===== config.mk =====
export PLATFORM = sky130hd
export DESIGN_NAME = add_operand_sequencer
export DESIGN_NICKNAME = d
export VERILOG_FILES = /design/src/rtl/add_operand_sequencer.sv
export SDC_FILE = /design/constraint.sdc
export NUM_CORES = 1
export LEC_CHECK = 0
export CAP_MARGIN = 20
export CORE_MARGIN = 3
export CORE_UTILIZATION = 35
export DETAILED_ROUTE_END_ITERATION = 10
export GPL_TIMING_DRIVEN = 0
export PLACE_DENSITY = 0.78
export SLEW_MARGIN = 20
export SYNTH_ARGS = -nofsm -noshare
export SYNTH_HDL_FRONTEND = slang
export SYNTH_SLANG_ARGS = --single-unit

===== constraint.sdc =====
create_clock -name clk -period 1.28 [get_ports clk]
set_input_delay 0.128 -clock clk [delete_from_list [all_inputs] [get_ports clk]]
set_output_delay 0.128 -clock clk [all_outputs]
set_load 0.1 [all_outputs]

===== src/rtl/add_operand_sequencer.sv =====
// add_operand_sequencer: loads two operands from a shared bus, then captures the
// external adder's sum together with an unsigned wrap flag.
module add_operand_sequencer #(
    parameter int W = 6
) (
    input  logic         clk,
    input  logic         reset,
    input  logic         load,
    input  logic         clear,
    input  logic [W-1:0] din,
    input  logic [W-1:0] sum_in,
    output logic [W-1:0] op_a,
    output logic [W-1:0] op_b,
    output logic [W-1:0] result,
    output logic         carry,
    output logic         done,
    output logic         busy
);
    typedef enum logic [1:0] {IDLE, WAIT_B, ADD, DONE} state_t;
    state_t       r_state, w_next;
    logic [W-1:0] r_op_a, r_op_b, r_result;
    logic         r_carry;
    logic         w_cap_a, w_cap_b, w_add;
    always_ff @(posedge clk or posedge reset)
        if (reset) r_state <= IDLE;
        else       r_state <= w_next;
    // clear outranks everything, so no capture enable may fire alongside it
    always_comb begin
        w_cap_a = !clear && load && r_state == IDLE;
        w_cap_b = !clear && load && r_state == WAIT_B;
        w_add   = !clear && r_state == ADD;
        w_next  = r_state;
        case (r_state)
            IDLE:   w_next = load ? WAIT_B : IDLE;
            WAIT_B: w_next = load ? ADD : WAIT_B;
            ADD:    w_next = DONE;
            DONE:   w_next = IDLE;
        endcase
        if (clear) w_next = IDLE;
    end
    always_ff @(posedge clk or posedge reset)
        if (reset) begin
            r_op_a   <= '0;
            r_op_b   <= '0;
            r_result <= '0;
            r_carry  <= 1'b0;
        end else begin
            if (w_cap_a) r_op_a <= din;
            if (w_cap_b) r_op_b <= din;
            if (w_add) begin
                r_result <= sum_in;
                r_carry  <= sum_in < r_op_a;
            end
        end
    assign op_a   = r_op_a;
    assign op_b   = r_op_b;
    assign result = r_result;
    assign carry  = r_carry;
    assign done   = r_state == DONE;
    assign busy   = r_state != IDLE;
endmodule


==> impl_metrics.toml <==
[yosys]
synth_common_cells = "dfrtp_1, mux2_2, inv_1, nand2_1"
synth-main-ff-cell = "dfrtp_1"
synth_edf_count = 0
synth_area_um2 = 943
synth_cells = 76
async_reset_ff_share_pct = 100
syn_area_per_cell_um2 = 12.4
mappedNetlistNets = 97
synth-seq-area-share_pct = 55.7
synth.most_common_cell = "dfrtp_1"
synthDistinctLibCells = 19
synth_area_leaders = "dfrtp_1, mux2_2, ha_1"
ys_warn_count = 0
synth_top_area_share_pct = 55.7
synth-seq-cells = 21
yosys.area.top_type = "dfrtp_1"

[timing]
worstMarginPinSlew_ns = 0.806
fin_skew_ns = 0.00263
slew_viol_final = 0
fin_crit_sh_pct = 104
slew_headroom_pct = 46.2
fin_ws_ns = -0.0482
finalSetupTns_ns = -0.305
fmax_mhz = 753
min_period_ns = 1.33
finalHoldViolations = 0
rsz0062_at_grt = "yes"
finalSetupViolCount = 8

[cts]
h-tree-depth = 1
cts_buffer_depth = 2
clock_latency_ns = 0.30
cts_tree = "done"
cts.sink_count = 21
cts_root_buf = "clkbuf_4"
clkTransAtPathRegs_ns = 0.12
cts_buffers = 3
postCtsHoldBufs = 0

[global_routing]
grt_pass1_wl_um = 3590
grt.overflow.total = 0
grt_pass1_vias = 708
antenna_found_initial = 0
grt_use_total_pct = 14.4
grt_max_degree = 22

[floorplanning]
die_height_um = 57.9
die_area_mm2 = 0.00335
die-width_um = 57.9
num_rows = 18
num_io_pins = 37
design.core.area_mm2 = 0.00252
start_util_pct = 37.4

[finish]
fill_cells = 225
syn_to_final_growth_pct = 54.0
postLayoutCellArea_mm2 = 0.00145
fin_cells = 148
antenna-diode-count = 0
drive_gt1_share_pct = 53.4
nNetsFinal = 140

[routing]
drcViolationCount = 0
drtIter0Drc = 17
drt_wl_total_um = 2220
first_pass_iters = 4
avgRoutedWirePerCell_um = 15.0
vias = 713
ant_nets = 0
viasPerCell = 4.82

[hold_path]
worstHoldPathType = "primary input to async pin"

[outcome]
outcome = "finished with violations"
violations = "setup timing"

[worst_setup_path]
end_kind = "flip-flop"
start_kind = "flip-flop"
worstPathArrival_ns = 1.53
path_class = "flip-flop to flip-flop"
crit_required_ns = 1.48
path_max_fanout = 7

[run]
cap_violations = 0

[placement]
io_buffers = 36
placed_cells = 142
dp.final_hpwl_um = 1650
place_congestion = 0.775
dpl_cell_area_mm2 = 0.00140
-- cell families (layout without fill, tap and decap cells) --
group                    count (synthesis)  in the layout  synth area share, %
XOR/XNOR                                 1              1                0.929
flip-flops                              21             21                 55.7
AND/OR/NAND/NOR                         17             17                 11.7
AO/OA/AOI/OAI                           10             10                 5.70
buffers and inverters                    9             51                 3.85
multiplexers                            13             13                 15.5
adder cells (fa/ha/maj)                  5              5                 6.63
-- cell usage in the layout, fill, tap and decap left out --
cell type / Yosys / layout
buf_2: 2 / 11
buf_12: 0 / 2
buf_6: 0 / 1
buf_8: 0 / 1
mux2_4: 0 / 12
inv_4: 0 / 2
clkdlybuf4s50_1: 0 / 15
o211ai_1: 1 / 1
a21oi_1: 3 / 1
and2_2: 0 / 1
dfrtp_4: 0 / 5
inv_1: 7 / 2
inv_2: 0 / 3
buf_4: 0 / 7
dfrtp_2: 0 / 3
clkbuf_1: 0 / 1
mux2_2: 13 / 1
clkbuf_4: 0 / 6
nor3_1: 1 / 1
ha_4: 0 / 2
dfrtp_1: 21 / 13
nand2_1: 7 / 7
xor2_1: 1 / 1
or2_2: 2 / 1
nor2_1: 2 / 2
o21ai_0: 5 / 5
or2_4: 0 / 1
o22ai_1: 1 / 1
and4bb_1: 1 / 1
nor4b_2: 1 / 1
nand2b_1: 1 / 1
a21oi_2: 0 / 2
ha_1: 5 / 3
nor3b_4: 1 / 1
-- routing by layer --
metal | GRT usage, % | share of wire (%) | up-vias
li1 | - | - | 344
met1 | 20.1 | 44 | 345
met2 | 23.1 | 50 | 20
met3 | 2.67 | 5.1 | 4
met4 | 3.97 | 0.86 | 0
met5 | 0 | 0 | -
-- stage by stage --
stage,utilization [%],hold WS (ns),setup slack [ns]
floorplan,-,0.105,-0.0681
global placement,55.4,0.488,-0.601
detailed placement,55.4,0.496,-0.635
CTS,56.9,0.291,-0.0568
global route,57.6,0.318,-0.0933
finish,57.6,0.263,-0.0482
-- final timing paths --
| kind | depth (start not counted) | start | slack [ns] | to |
|---|---|---|---|---|
| min | 2 | reset | 0.26 | op_b[5] |
| max in group asynchronous | 2 | reset | 0.43 | op_a[2] |
| min in group clk | 3 | din[1] | 0.41 | op_a[1] |
| max | 3 | r_state[1] | -0.05 | op_b[0] |
| max reg2reg | 3 | r_state[1] | -0.05 | op_b[0] |
| min reg2reg | 1 | result[4] | 0.52 | result[4] |
-- worst max-delay path, stage by stage (launching register included) --
cell	delay [ns]
dfrtp_2	0.46
and4bb_1	0.30
buf_6	0.16
mux2_4	0.31
-- what timing repair did --
action | in CTS | in global routing
pin swaps | 2 | 1
buffers inserted | 2 | 0
setup endpoints to repair | 36 | 24
hold endpoints to repair | 0 | 0
gates resized for setup | 133 | 6
-- cell type report --
| cell class | instances | area (µm²) | area share [%] |
|---|---|---|---|
| Sequential cell | 21 | 548 | 37.7 |
| Multi-Input combinational cell | 46 | 463 | 31.9 |
| Timing Repair Buffer | 38 | 328 | 22.6 |
| Tap cell | 30 | 37.5 | 2.58 |
| Inverter | 7 | 31.3 | 2.15 |
| Clock buffer | 4 | 26.3 | 1.81 |
| Buffer | 2 | 18.8 | 1.29 |
-- flip-flops by register name, indices dropped and copies added, names as in the netlist --
signal	count
op_a	6
r_state	2
carry	1
result	6
op_b	6
Power is not shown: default switching activity piles up to over one toggle a cycle in this logic, so the estimate is an artifact.
